<file path="src/rtl/regfile_pkg.sv">
`default_nettype none
// ============================================================================
// Module      : regfile_pkg
// Description : Shared sizes, FSM state type and helpers for register-file
//               writeback control.
// Revision    : 1.0 - initial release
// ============================================================================
package regfile_pkg;

    localparam int XLEN       = 32;
    localparam int ADDR_W     = 5;
    localparam int NUM_REGS   = 32;
    localparam int NUM_WB_REQ = 3;

    typedef enum logic [0:0] {
        INIT = 1'b0,
        RUN  = 1'b1
    } wb_state_t;

    // Width of an index into n requesters, never narrower than one bit.
    function automatic int idx_width(input int n);
        return (n > 1) ? $clog2(n) : 1;
    endfunction

endpackage
`default_nettype wire

</file>
<file path="src/rtl/regfile_wb_ctrl_rr_arbiter.sv">
`default_nettype none
// ============================================================================
// Module      : rr_arbiter
// Description : Combinational round-robin arbiter; search starts at pointer.
// Revision    : 1.0 - initial release
// ============================================================================
module rr_arbiter #(
    parameter int NUM_REQ = 3
) (
    input  logic [NUM_REQ-1:0]                           req,
    input  logic [regfile_pkg::idx_width(NUM_REQ)-1:0]   pointer,
    output logic [NUM_REQ-1:0]                           grant,
    output logic [regfile_pkg::idx_width(NUM_REQ)-1:0]   grant_idx
);
    import regfile_pkg::*;

    localparam int c_PTR_W = idx_width(NUM_REQ);

    int   w_pos;
    logic w_found;

    // Outer loop walks priority order, so the first hit is the winner.
    always_comb begin
        grant     = '0;
        grant_idx = '0;
        w_found   = 1'b0;
        w_pos     = 0;
        for (int k = 0; k < NUM_REQ; k++) begin
            w_pos = int'(pointer) + k;
            if (w_pos >= NUM_REQ) begin
                w_pos = w_pos - NUM_REQ;
            end
            for (int i = 0; i < NUM_REQ; i++) begin
                if (!w_found && (i == w_pos) && req[i]) begin
                    w_found   = 1'b1;
                    grant[i]  = 1'b1;
                    grant_idx = c_PTR_W'(i);
                end
            end
        end
    end

endmodule
`default_nettype wire

</file>
<file path="src/rtl/regfile_wb_ctrl.sv">
`default_nettype none
// ============================================================================
// Module      : regfile_wb_ctrl
// Description : Zeroes the register file after reset/clear, then arbitrates
//               writeback requesters onto a single registered write port.
// Revision    : 1.0 - initial release
// ============================================================================
module regfile_wb_ctrl #(
    parameter int NUM_REQ = regfile_pkg::NUM_WB_REQ,
    parameter int XLEN    = regfile_pkg::XLEN,
    parameter int ADDR_W  = regfile_pkg::ADDR_W
) (
    input  logic                      clk,
    input  logic                      rst_n,
    input  logic [NUM_REQ-1:0]        req_valid,
    input  logic [NUM_REQ*ADDR_W-1:0] req_dest,
    input  logic [NUM_REQ*XLEN-1:0]   req_data,
    output logic [NUM_REQ-1:0]        req_ready,
    input  logic                      clear_req,
    output logic                      rf_we,
    output logic [ADDR_W-1:0]         rf_dest,
    output logic [XLEN-1:0]           rf_wdata,
    output logic [1:0]                grant_id,
    output logic                      init_done
);
    import regfile_pkg::*;

    localparam int              c_PTR_W    = idx_width(NUM_REQ);
    localparam logic [ADDR_W-1:0] c_LAST_IDX = ADDR_W'(NUM_REGS - 1);
    localparam logic [ADDR_W-1:0] c_FIRST_IDX = ADDR_W'(1);

    wb_state_t            r_state;
    logic [ADDR_W-1:0]    r_init_cnt;
    logic [c_PTR_W-1:0]   r_rr_ptr;

    logic [NUM_REQ-1:0]   w_grant;
    logic [c_PTR_W-1:0]   w_grant_idx;
    logic                 w_arb_en;
    logic                 w_xfer;
    logic [ADDR_W-1:0]    w_sel_dest;
    logic [XLEN-1:0]      w_sel_data;

    rr_arbiter #(
        .NUM_REQ   (NUM_REQ)
    ) u_arb (
        .req       (req_valid),
        .pointer   (r_rr_ptr),
        .grant     (w_grant),
        .grant_idx (w_grant_idx)
    );

    // A clear pulse blocks acceptance so no request is taken on the edge
    // that restarts initialisation.
    assign w_arb_en  = (r_state == RUN) && !clear_req;
    assign req_ready = w_arb_en ? w_grant : '0;
    assign w_xfer    = |req_ready;

    always_comb begin
        w_sel_dest = '0;
        w_sel_data = '0;
        for (int i = 0; i < NUM_REQ; i++) begin
            if (w_grant[i]) begin
                w_sel_dest = req_dest[i*ADDR_W +: ADDR_W];
                w_sel_data = req_data[i*XLEN +: XLEN];
            end
        end
    end

    always_ff @(posedge clk or negedge rst_n) begin
        if (!rst_n) begin
            r_state    <= INIT;
            r_init_cnt <= c_FIRST_IDX;
            r_rr_ptr   <= '0;
            rf_we      <= 1'b0;
            rf_dest    <= '0;
            rf_wdata   <= '0;
            grant_id   <= '0;
            init_done  <= 1'b0;
        end else begin
            case (r_state)
                INIT: begin
                    if (clear_req) begin
                        r_init_cnt <= c_FIRST_IDX;
                        rf_we      <= 1'b0;
                    end else begin
                        rf_we      <= 1'b1;
                        rf_dest    <= r_init_cnt;
                        rf_wdata   <= '0;
                        r_init_cnt <= r_init_cnt + c_FIRST_IDX;
                        if (r_init_cnt == c_LAST_IDX) begin
                            r_state    <= RUN;
                            init_done  <= 1'b1;
                            r_init_cnt <= c_FIRST_IDX;
                        end
                    end
                end
                RUN: begin
                    if (clear_req) begin
                        r_state    <= INIT;
                        r_init_cnt <= c_FIRST_IDX;
                        r_rr_ptr   <= '0;
                        init_done  <= 1'b0;
                        rf_we      <= 1'b0;
                    end else if (w_xfer) begin
                        // Register x0 is hardwired: accept the request, drop the write.
                        rf_we    <= (w_sel_dest != '0);
                        rf_dest  <= w_sel_dest;
                        rf_wdata <= w_sel_data;
                        grant_id <= 2'(w_grant_idx);
                        r_rr_ptr <= (w_grant_idx == c_PTR_W'(NUM_REQ - 1)) ?
                                    '0 : w_grant_idx + c_PTR_W'(1);
                    end else begin
                        rf_we <= 1'b0;
                    end
                end
                default: begin
                    r_state <= INIT;
                    rf_we   <= 1'b0;
                end
            endcase
        end
    end

endmodule
`default_nettype wire

</file>
<file path="config.mk">
export PLATFORM = sky130hd
export DESIGN_NAME = regfile_wb_ctrl
export DESIGN_NICKNAME = d
export VERILOG_FILES = /design/src/rtl/regfile_pkg.sv /design/src/rtl/regfile_wb_ctrl_rr_arbiter.sv /design/src/rtl/regfile_wb_ctrl.sv
export SDC_FILE = /design/constraint.sdc
export NUM_CORES = 1
export LEC_CHECK = 0
export ABC_AREA = 1
export BUFFER_PORTS_ARGS = -buffer_cell sky130_fd_sc_hd__buf_2
export CORE_MARGIN = 4
export CORE_UTILIZATION = 47
export CTS_BUF_LIST = sky130_fd_sc_hd__clkbuf_8
export CTS_CLUSTER_DIAMETER = 40
export DETAILED_ROUTE_END_ITERATION = 8
export GPL_TIMING_DRIVEN = 0
export MAX_ROUTING_LAYER = met4
export PLACE_DENSITY = 0.91
export SLEW_MARGIN = 20
export SYNTH_ARGS = -nofsm -noshare
export SYNTH_HDL_FRONTEND = slang
export SYNTH_SLANG_ARGS = --single-unit
</file>
<file path="constraint.sdc">
create_clock -name clk -period 2.54 [get_ports clk]
set_input_delay 0.254 -clock clk [delete_from_list [all_inputs] [get_ports clk]]
set_output_delay 0.254 -clock clk [all_outputs]
set_load 0.005 [all_outputs]
</file>
==> results of run 1 <==
[area by class of cell]
| cell class | count | area, um^2 | share of cell area (%) |
|---|---|---|---|
| buffer | 24 | 168 | 4.08 |
| clock buffer | 5 | 68.8 | 1.68 |
| clock inverter | 3 | 15.0 | 0.366 |
| inverter | 27 | 104 | 2.53 |
| multi-input combinational | 311 | 1620 | 39.5 |
| sequential | 49 | 1230 | 29.9 |
| tap | 77 | 96.3 | 2.35 |
| timing repair buffer | 160 | 803 | 19.6 |
[worst max path at each step]
stage	startpoint	endpoint	slack, ps	cells after the start
after global placement	r_rr_ptr[0]	rf_wdata[10]	210	12
after CTS	r_rr_ptr[0]	rf_wdata[13]	100	12
after detailed placement	r_rr_ptr[0]	rf_wdata[13]	110	12
after floorplan	r_rr_ptr[0]	rf_wdata[24]	500	14
final	r_rr_ptr[0]	req_ready[0]	170	10
after global routing	r_rr_ptr[0]	rf_wdata[7]	5	15
[what timing repair did]
action                     in CTS  in global routing
hold endpoints to repair        0                  0
setup endpoints to repair       0                 28
resized for setup               0                  8
[worst register-to-register path: stages, from the launching register on]
cell     delay, ps
dfrtp_1        370
inv_1           70
ha_1           330
nand2_1         90
nand2_1        100
nor2_4         160
nand4_2        150
nand2_2        230
inv_2           90
nor2_4         110
nor2_4          70
nand2_8        100
nor2_8          70
buf_6          190
nand2_1         80
o21ai_2         60
[registers in the layout, summed over array words and instances, names as in the netlist]
signal      count
grant_id        2
init_done       1
r_init_cnt      5
r_rr_ptr        2
r_state         1
rf_dest         5
rf_wdata       32
rf_we           1
[logic make-up after synthesis]
logic type	count (synthesis)
compound gates	88
buf+inv	51
xor+xnor	2
fa+ha+maj	4
flops	49
simple gates	217
[synth_stat cells (2+ instances only)]
| master | number | area (um^2) |
|---|---|---|
| a21boi_0 | 3 | 22.5 |
| a21oi_1 | 5 | 25.0 |
| buf_1 | 2 | 7.51 |
| buf_2 | 6 | 30.0 |
| buf_4 | 3 | 22.5 |
| buf_6 | 7 | 78.8 |
| clkbuf_1 | 6 | 22.5 |
| dfrtp_1 | 48 | 1200 |
| ha_1 | 4 | 50.1 |
| inv_1 | 24 | 90.1 |
| inv_2 | 2 | 7.51 |
| nand2_1 | 111 | 417 |
| nand2_2 | 6 | 37.5 |
| nand3_1 | 73 | 365 |
| nor2_1 | 9 | 33.8 |
| nor2_2 | 2 | 12.5 |
| nor2_4 | 6 | 67.6 |
| o21ai_0 | 39 | 195 |
| o21ai_1 | 24 | 120 |
| o21ai_2 | 10 | 87.6 |
| o22ai_1 | 4 | 25.0 |
| or2_0 | 4 | 25.0 |
[where the power goes]
group	leakage, nW	internal, mW	switching, mW	total, mW
Combinational	1.54	0.621	1.09	1.71
Clock	0.0467	0.188	0.269	0.456
Sequential	0.661	0.844	0.0524	0.896
[layer usage]
metal	wire length [um]	share of wire, %
met1	4070	41
met2	4970	50
met3	779	7.9
met4	94	0.95
met5	0	0
[cell usage in the layout (no fill, tap or decap), types with 2 or more instances in the layout]
master	count
buf_6	7
o22ai_1	4
o21ai_1	24
nand2_1	111
or2_0	4
buf_4	4
buf_2	165
a21oi_1	5
inv_1	26
ha_1	4
clkbuf_2	5
clkbuf_8	5
nand3_1	73
o21ai_0	39
dfrtp_1	48
nand2_2	6
inv_2	2
clkbuf_1	3
nor2_4	6
a21boi_0	3
o21ai_2	10
nor2_2	2
nor2_1	9
[through the flow]
stage	cell area [um^2]	hold slack [ps]	instances	util [%]
final	4110	-36.1	656	64.3
after global routing	4110	13.6	656	64.3
after CTS	4100	146	656	64.1
after detailed placement	4010	463	648	62.8
after global placement	4010	454	648	62.8
after floorplan	3120	-41.6	411	-
==> results.txt, run 1 <==
- Largest net degree at the start of global routing: 50
- The setup check on the worst reg-to-reg path leaves a slack of approximately 190 ps.
* Cell area after technology mapping: roughly 0.0031 mm^2
- The synthesized netlist devotes approximately 16% of its cell area to compound gates.
- For the final routed database, the setup TNS stands at 0 ps.
* Cell-by-cell listing of the critical path: inv_1 > ha_1 > nand2_1 > nand2_1 > nor2_4 > nand4_2 > nand2_2 > inv_2 > nor2_4 > buf_2
* Clock-pin slew on the worst setup and hold paths: about 90 ps
- Antenna cells: 0
- In this run the horizontal extent of the chip is between 80 and 90 um.
* Antenna violations before repair: 0
- The Yosys step of the flow raised 0 warnings.
- After synthesis the netlist holds a flip-flop and latch count of between 40 and 50.
- Setup repair after global routing left no endpoint under its margin.
- Startpoint of the worst-slack reg-to-reg timing path: r_rr_ptr[0]
- For the worst flop-to-flop path, the logic depth is 15.
* Gate count of the mapped netlist: around 400
* Power per cell area: about 750 mW/mm^2
- Sequential cell area fraction in the yosys report: between 30% and 40%
- Delay-heaviest family, CP: simple AND/OR/NAND/NOR gates
* Grt total ovfl: 0
- Root Buffer: clkbuf_8
* Final critical-path share of the clock period: about 93%
* Clock tree sinks: 49
- Counting every net in the synthesized netlist gives around 530.
- Fraction of the mapped netlist area in simple logic gates: about a third
- Met1 demand-to-capacity share in global routing: between 20 and 30%
- The clock tree synthesis step divided the H-tree into 2 levels.
- Placeable Area: 0.00639 mm^2
- Synth unique cells: 35
- Of the total synthesized cell area, the portion taken by full adders, half adders and majority gates is under 10%.
- Number of synthesized flops with an enable pin: 0
- Counting the fill cells in the layout gives 593.
* Startpoint class of the critical path: flop
- Crit Path Class: flop to output pin
* Average footprint of a synthesized cell: between 7 and 8 um^2
* Arr. time, crit path: between 2000 and 2500 ps
- Master of the slowest instance on the critical path: dfrtp_1
* Hold buffers post-CTS: 0
- Setup slack closes at around 170 ps.
- Buffers placed on the I/O ports in this run total 160.
- The checks that failed: hold timing.
* Aggregate global-route resource usage: 24.7%
* Post-Synth XOR/XNOR Area: less than 1%
- Slowest Stage Delay on Critical Path: 370 ps
* WP data required: around 2300 ps
* Post-route antenna net violation count: 0
- The number of hold violations in the final report came to 48.
- Fmax: between 0.4 and 0.5 GHz
- For this configuration, the core starts out at a cell density of 48.8%.
- In the synthesized netlist the dominant register cell turns out to be dfrtp_1.
- For this run, design rule violations remaining after detail routing come to 0.
- Critical path capture point type: output pin
- In the final layout, the share of cells above drive strength 1 is a little under two fifths.
- Overall power consumption after layout is estimated at ~3 mW.
* Clock skew: around 6 ps
- Global routing used between 40 and 50% of the available met2 tracks.
- For this run, the detailed router's first-pass iteration total came to 5.
- On the final layout, the worst hold slack is -36.1 ps.
- Nets: between 600 and 700
- Async SR Flop Fraction: 100%
- The congestion estimate from routability-driven global placement came to roughly 0.87.
- Area growth from synthesis to final layout: 31.8%
- Max capacitance violation total: 0
- Setup violations remaining at the end of the flow were counted as 0.
- Worst Hold Class: input pin to asynchronous set/reset pin
- Leakage power total: 2.25 nW
* Total Die Area: around 0.008 mm^2
- Summed over all layers, the routed wires come to between 9000 and 10,000 um.
- TritonCTS built the clock tree.
* Remaining max-slew budget at the tightest pin: approximately half
* Num CTS Buffers: 5
- Maximum buffer depth of the clock tree: 2
- Across all layers, the routed design uses about 3,500 vias.
* Number of buffers and inverters on the critical path: 3
* Source-to-sink clock delay at the later pin of the worst-skew pair: 300 ps
- The worst path needs between 2000 and 2500 ps of the cycle, external delays included.
* Vertical die dimension: 89.4 um
- Iteration-0 DRC count of the detailed router: 104
* Num ports: around 160
- Critical-path maximum fanout: 7
* Floorplan row count: 29
- Multiplexer share of the synthesized area: 0%
* Number of max-slew violations in the final report: 0
* Detailed placer's ending HPWL: 7690 um
* Via count of the first global-routing pass: 3,250
- Average wire per standard cell: ~15 um
- IR drop worst, VDD: between 400 and 500 uV
- Post-CTS setup buffer count: 0
- The first global-routing pass estimated 14,900 um of wire.
- For met3 alone, demand over resource in global routing was roughly 5.1%.
* Main combinational cell family by area after synthesis: simple AND/OR/NAND/NOR gates
- Slew @ Worst Pin: roughly 760 ps
- Post-detailed-route via-to-cell ratio: ~5.3
* Layer with the highest usage after global routing: met2
* Worst flop-to-flop path endpoint: rf_wdata[1]
- Prior to clock tree synthesis, the placed netlist has a worst setup slack of 111 ps.
- The run finished, with violations left.
(Power assumes the default switching activity.)
==> run 2: changes to the inputs <==
==> constraint.sdc (replaced) <==
create_clock -name clk -period 2.54 [get_ports clk]
set_input_delay 0.508 -clock clk [delete_from_list [all_inputs] [get_ports clk]]
set_output_delay 0.508 -clock clk [all_outputs]
set_load 0.005 [all_outputs]
==> run 2 against run 1 <==
The run now ends clean. Hold slack improved by 260 ps. Clock power fell by 0.9%. Die area did not move. Clock skew fell by 2.1 ps. First-iteration DRC count shrank 19%. Critical endpoint is now req_ready[2].
==> results.txt, run 2 (synthesized netlist as in run 1, its figures left out) <==
- The leakage component of the power came to 2.28 nW (+1.2%).
- Max capacitance violation total: 0 (unchanged)
- The initial standard-cell utilization of the core came to 48.8% (unchanged).
* Overall die width: 89.4 um (unchanged)
- The total overflow reported by the global router came to 0 (unchanged).
* Routability congestion estimate: 0.868 (unchanged)
- PortBufs: 160 (unchanged)
- Critical path capture point type: output pin
* H-Tree Depth: 2 (unchanged)
* Antenna cells: 0 (unchanged)
- The final clock period utilization by the worst path came to 97.9% (+4.5 points).
- Fmax: 0.402 GHz (-4.6%)
- Num CTS Buffers: 5 (unchanged)
- The number of pins with negative max-slew slack in the final report came to 0 (unchanged).
* Vertical die dimension: 89.4 um (unchanged)
- The half-perimeter wire length of the detailed placement result was 7690 um (unchanged).
* Slack of the worst reg-to-reg path: 130 ps (-60 ps)
* Reported net switching power: 1.44 mW (+2.7%)
- Critical-path maximum fanout: 4 (-3)
- The actual transition at the worst max-transition pin was 776 ps (+16.0 ps).
- Cell area after layout: 0.00419 mm^2 (+2.0%)
* Hold Fails Final Rpt: 0 (-100%)
- The switching share of total power was 45.9% (-0.084 points).
- Reg2reg path depth: 11 (-4)
- Iteration-0 DRC count of the detailed router: 84 (-19%)
- The post-detailed-route via-to-cell ratio is 5.29 (-0.13%).
* Crit Path Class: flop to output pin
- Setup slack of the critical path after layout: 54.5 ps (-114 ps)
- The residual DRC count is 0 (unchanged).
* Root Buffer: clkbuf_8
* Top flop regs: rf_wdata (32), r_init_cnt (5), rf_dest (5)
* Startpoint of the worst-slack reg-to-reg timing path: r_rr_ptr[0]
* Total via count after detailed routing: 3,496 (+0.63%)
- Power per cell area: 751 mW/mm^2 (+0.86%)
* Area growth from synthesis to final layout: 34.5%
- Hold buffers post-CTS: 0 (unchanged)
- Status: finished, final reports clean
* Remaining max-slew budget at the tightest pin: 48.1% (-1.1 points)
- Source-to-sink clock delay at the later pin of the worst-skew pair: 300 ps (about the same)
* Wire length of the first global-routing pass: 15,000 um (+0.51%)
- Clock-pin slew on the worst setup and hold paths: 90 ps (about the same)
* CTS tree: done
* Sequential Power Share: 28.7% (-0.6 points)
- Worst Hold Class: input pin to asynchronous set/reset pin
* Combinational share of power: 57.0% (+1.2 points)
- The post-route antenna net violation count came to 0 (unchanged).
* Number of flip-flops under the largest register name: 32 (unchanged)
- The clock share of power came to 14.4% (-0.5 points).
* Final wirelength: 10,100 um (+2.1%)
- The share of cells above drive strength 1 came to 39.4% (+1.2 points).
* Endpoints failing setup: 0 (unchanged)
- The total iterations of the first detailed-routing run came to 5 (unchanged).
- WP data required: 2030 ps (-260 ps)
- Clock skew: 4.06 ps (-2.06 ps)
- Largest register by flop count: rf_wdata
- The core area is 0.00639 mm^2 (unchanged).
* Worst flop-to-flop path endpoint: rf_wdata[27]
* Average wire per standard cell: 15.3 um (+1.3%)
- Cell area after placement: 0.00401 mm^2 (unchanged)
- Highest-count cells in the layout ignoring fill and taps: 165 x buf_2, 108 x nand2_1, 73 x nand3_1
* Total Die Area: 0.00800 mm^2 (unchanged)
- Total power consumption of the routed design: 3.15 mW (+2.9%)
* Setup Slack @ Placement: 111 ps (unchanged)
* Fill count: 584 (-1.5%)
* Clock tree sinks: 49 (unchanged)
- The global-route usage over all layers came to 24.9% (+0.14 points).
- The number of rows in the core area is 29 (unchanged).
* Internal portion of total power: 1.70 mW (+3.1%)
* Dpl cells: 648 (unchanged)
- The peak ir drop on the vdd network was 411 uV (-0.58%).
* Final Core Density: 65.6% (+1.3 points)
- Startpoint class of the critical path: flop
* Antenna violations before repair: 0 (unchanged)
- Most common cell after layout, fill and taps aside: buf_2
- The maximum number of pins on one net before global-route repair was 50 (unchanged).
- Via count of the first global-routing pass: 3,263 (+0.40%)
- Arr. time, crit path: 1980 ps (-140 ps)
- Num ports: 161 (unchanged)
- The net count reported at finish came to 704 (+0.72%).
* Non-filler cells, final: 661 (+0.76%)
* Maximum buffer depth of the clock tree: 2 (unchanged)
* Final worst path period need: 2490 ps (+114 ps)
## run 2: cell count changes in the layout (fill, tap and decap cells not counted)
cell      delta
buf_4        +6
clkbuf_2     -4
nand2_1      -3
clkbuf_1     +2
ha_1         -2
ha_4         +2
inv_1        -2
inv_2        +2
nand2_4      +2
buf_1        +1
nand2_2      +1
nor2_2       -1
nor2_4       +1
## run 2: repair_timing
action,4_1_cts,5_1_grt
pin swaps,2,5
resized for setup,5,7
setup buffers,3,3
endpoints found under the setup margin,2,30
## run 2: how the worst max path moves through the flow
| stage | from | to | depth (start not counted) |
|---|---|---|---|
| global placement | r_rr_ptr[0] | rf_wdata[10] | 12 |
| finish | r_rr_ptr[0] | req_ready[2] | 12 |
| detailed placement | r_rr_ptr[0] | rf_wdata[13] | 12 |
| floorplan | r_rr_ptr[0] | rf_wdata[24] | 14 |
| CTS | r_rr_ptr[0] | req_ready[2] | 12 |
| global route | r_rr_ptr[0] | req_ready[2] | 12 |
## run 2: power groups by stage
stage | Combinational, mW | Sequential [mW] | Clock [mW]
2_1_floorplan | 1.21 | 0.897 | 0
3_3_place_gp | 1.63 | 0.901 | 0
3_5_place_dp | 1.69 | 0.906 | 0
4_1_cts | 1.76 | 0.896 | 0.464
5_1_grt | 1.99 | 0.910 | 0.489
6_report | 1.79 | 0.902 | 0.452
## run 2: stage by stage
step | setup TNS [ps] | hold slack (ps)
2_1_floorplan | 0 | 212
3_3_place_gp | 0 | 454
3_5_place_dp | 0 | 463
4_1_cts | 0 | 400
5_1_grt | -112 | 268
6_report | 0 | 220
## run 2: critical path: stages (launching register included)
cell and delay, ps:
dfrtp_1 430, inv_2 70, ha_4 170, nand2_2 110, nand2_2 80, nor2_4 180, nand4_1 180, nand2_2 130
nor2_4 60, inv_2 60, nand2_4 50, inv_1 50, buf_2 100
## run 2: layer usage
layer / wire length (um) / share of wire [%] / up-vias / track usage, %
met5: 0 / 0 / - / -
met2: 5120 / 51 / 134 / 43.2
li1: - / - / 1713 / -
met3: 809 / 8.0 / 12 / 5.07
met4: 93 / 0.92 / 0 / 5.68
met1: 4100 / 40 / 1637 / 29.7
## run 2: area by class of cell
class	instances	area (um^2)	share of cell area (%)
inverter	27	104	2.48
tap	77	96.3	2.30
clock inverter	3	15.0	0.358
clock buffer	5	68.8	1.64
sequential	49	1230	29.3
multi-input combinational	311	1670	39.9
buffer	23	159	3.79
timing repair buffer	166	848	20.3
==> run 3: changes to the inputs <==
--- a/config.mk
+++ b/config.mk
@@ -12,7 +12,6 @@
 export CTS_BUF_LIST = sky130_fd_sc_hd__clkbuf_8
 export CTS_CLUSTER_DIAMETER = 40
 export DETAILED_ROUTE_END_ITERATION = 8
-export GPL_TIMING_DRIVEN = 0
 export MAX_ROUTING_LAYER = met4
 export PLACE_DENSITY = 0.91
 export SLEW_MARGIN = 20
==> run 3 against run 2 <==
Fmax grew 0.69%. Highest routed layer unchanged. Cell area fell by 1.1%. Routed wire length down 3.8%. Via count down 1.2%. Largest power group unchanged. Sequential share of layout area rose by 0.32 points. Core utilization is 0.71 points lower. Sequential power decreased by 0.7%. Register-to-register slack about the same. Die area unchanged. Clock power down 2%.
==> results.txt, run 3 (synthesized netlist as in run 1, its figures left out) <==
- Routability congestion estimate: 0.867 (-0.14%)
* Area growth from synthesis to final layout: 33.0%
* Final critical-path share of the clock period: 97.2% (-0.67 points)
* Clock-pin slew on the worst setup and hold paths: 90 ps (about the same)
* Final worst path period need: 2470 ps (-17.1 ps)
- Number of max-slew violations in the final report: 0 (unchanged)
- The worst-path maximum fanout was 4 (unchanged).
* Number of flip-flops under the largest register name: 32 (unchanged)
* Most common cell after layout, fill and taps aside: buf_2
* Delay-heaviest family, CP: simple AND/OR/NAND/NOR gates
* Logic depth of the worst setup path including buffers: 11 (-1)
* Num ports: 161 (unchanged)
* Leakage power total: 2.24 nW (-1.6%)
* Via count of the first global-routing pass: 3,322 (+1.8%)
- The global-route usage over all layers is 23.8% (-1.1 points).
- Largest net degree at the start of global routing: 38 (-24%)
- The number of non-filler instances in the completed layout was 648 (-2.0%).
* Antenna cells: 0 (unchanged)
- The net count reported at finish came to 691 (-1.8%).
- Critical path capture point type: output pin
- Cell area after layout: 0.00414 mm^2 (-1.1%)
* Largest register by flop count: rf_wdata
* Worst slack on hold paths: 297 ps (+76.7 ps)
- Master of the slowest instance on the critical path: dfrtp_1
* Setup Slack @ Placement: -74.7 ps (-186 ps)
- The share of the core filled with cells came to 64.9% (-0.71 points).
- The number of antenna violations at the first check in global routing was 0 (unchanged).
- Crit Path Class: flop to output pin
- The routed wire length is 9740 um (-3.8%).
- The total overflow reported by the global router was 0 (unchanged).
* Critical path startpoint: r_rr_ptr[0]
* Hold Fails Final Rpt: 0 (unchanged)
- Overall die width: 89.4 um (unchanged)
* Total via count after detailed routing: 3,455 (-1.2%)
- The number of DRC markers in iteration 0 is 130 (+55%).
- The half-perimeter wire length of the detailed placement result came to 7110 um (-7.5%).
- The arrival time of the worst setup path is 1960 ps (-20 ps).
- The post-detailed-route via-to-cell ratio is 5.33 (+0.81%).
- Worst Hold Class: input pin to asynchronous set/reset pin
- Endpoints failing setup: 0 (unchanged)
- Cell-by-cell listing of the critical path: buf_4 > ha_4 > nand2_4 > nand2_4 > nor2_4 > buf_4 > nand4_2 > nand2_2 > inv_2 > nor2_4 > buf_2
- Router iterations before antenna repair: 4 (-1)
* Power per cell area: 747 mW/mm^2 (-0.58%)
* Clock tree sinks: 49 (unchanged)
- The final worst slack came to 71.6 ps (+17.1 ps).
- Setup repair after global routing could not meet its margin everywhere.
- Startpoint of the worst-slack reg-to-reg timing path: r_rr_ptr[0]
* Proportion of layout cells with a drive suffix above 1: 39.1% (-0.33 points)
- The post-route antenna net violation count is 0 (unchanged).
- The top cell types in the final layout, fill and taps aside, are 160 x buf_2, 109 x nand2_1, 73 x nand3_1.
- Vertical die dimension: 89.4 um (unchanged)
- The required time of the critical path came to 2030 ps (about the same).
* PortBufs: 160 (unchanged)
* Top flop regs: rf_wdata (32), r_init_cnt (5), rf_dest (5)
- Worst flop-to-flop path endpoint: rf_wdata[1]
- The flop-to-flop setup slack was 140 ps (about the same).
* Maximum buffer depth of the clock tree: 2 (unchanged)
- The number of levels in the clock H-tree was 2 (unchanged).
- Average wire per standard cell: 15.0 um (-1.9%)
- The number of hold-repair buffers added at the cts stage is 0 (unchanged).
- The worst-case headroom to the max-slew limit is 45.6% (-2.5 points).
- The number of maximum-capacitance violations came to 0 (unchanged).
* Slowest Stage Delay on Critical Path: 400 ps (-30 ps)
- Wire length of the first global-routing pass: 14,600 um (-2.8%)
* Slew @ Worst Pin: 816 ps (+39.7 ps)
* Floorplan row count: 29 (unchanged)
* Startpoint class of the critical path: flop
* Cell area after placement: 0.00391 mm^2 (-2.5%)
- Num CTS Buffers: 5 (unchanged)
- Starting Density: 48.8% (unchanged)
- TritonCTS built the clock tree.
- The multi-input combinational cell area was 0.00171 mm^2 (+2.2%).
* Status: finished, final reports clean
* Source-to-sink clock delay at the later pin of the worst-skew pair: 290 ps (about the same)
- The floorplan die area came to 0.00800 mm^2 (unchanged).
* Dpl cells: 632 (-2.5%)
- The residual DRC count came to 0 (unchanged).
- Clock skew: 6.32 ps (+2.26 ps)
- The core area was 0.00639 mm^2 (unchanged).
- Fmax: 0.405 GHz (+0.69%)
- Reg area: 0.00123 mm^2 (unchanged)
- Fill count: 558 (-4.5%)
- The peak ir drop on the vdd network came to 527 uV (+28%).
- The depth of the most critical reg-to-reg path was 13 (+2).
* Number of buffers and inverters on the critical path: 4 (unchanged)
- Root Buffer: clkbuf_8
-- run 3: cell types whose count changed in the layout (fill, tap and decap cells not counted), sizes merged --
cell / delta
buf: -9
inv: -1
clkbuf: -6
nor2: +1
clkinvlp: +1
o21bai: +1
-- run 3: worst reg2reg max path, delay by kind of cell (launching register included) --
kind            cells  cell delay (ps)
flops               1              400
buf+inv             2              180
simple gates        9             1440
fa+ha+maj           1              210
compound gates      1               80
-- run 3: stage by stage --
stage	total power, mW	TNS (ps)
floorplan	2.10	0
global placement	2.41	0
detailed placement	2.47	-74.7
CTS	3.00	0
global route	3.37	-27.2
finish	3.10	0
-- run 3: how the worst max path moves through the flow --
stage	slack [ps]	end
3_3_place_gp	150	rf_wdata[4]
6_report	70	req_ready[0]
4_1_cts	0.4	req_ready[1]
5_1_grt	-10	req_ready[2]
3_5_place_dp	-70	rf_dest[4]
2_1_floorplan	500	rf_wdata[24]
-- run 3: layout make-up --
class | count | area share, %
Tap cell | 77 | 2.32
Multi-Input combinational cell | 313 | 41.2
Clock inverter | 3 | 0.453
Clock buffer | 5 | 1.66
Sequential cell | 49 | 29.6
Inverter | 27 | 2.57
Timing Repair Buffer | 174 | 22.2
-- run 3: layer usage --
layer,vias up,global-route usage [%],part of all wire (%)
li1,1696,-,-
met1,1608,26.3,40
met2,141,43.7,51
met3,10,3.69,8.3
met4,0,7.31,0.77
met5,-,-,0
-- run 3: timing repair --
action	CTS	global route
setup endpoints to repair	5	32
resized for setup	5	9
cloned	1	1
pin swaps	3	7
buffers inserted	2	4
-- run 3: where the power goes --
group	leakage (nW)	internal (mW)	switching [mW]
clock	0.0416	0.190	0.253
sequential	0.661	0.844	0.0521
combinational	1.54	0.674	1.08
total	2.24	1.71	1.39
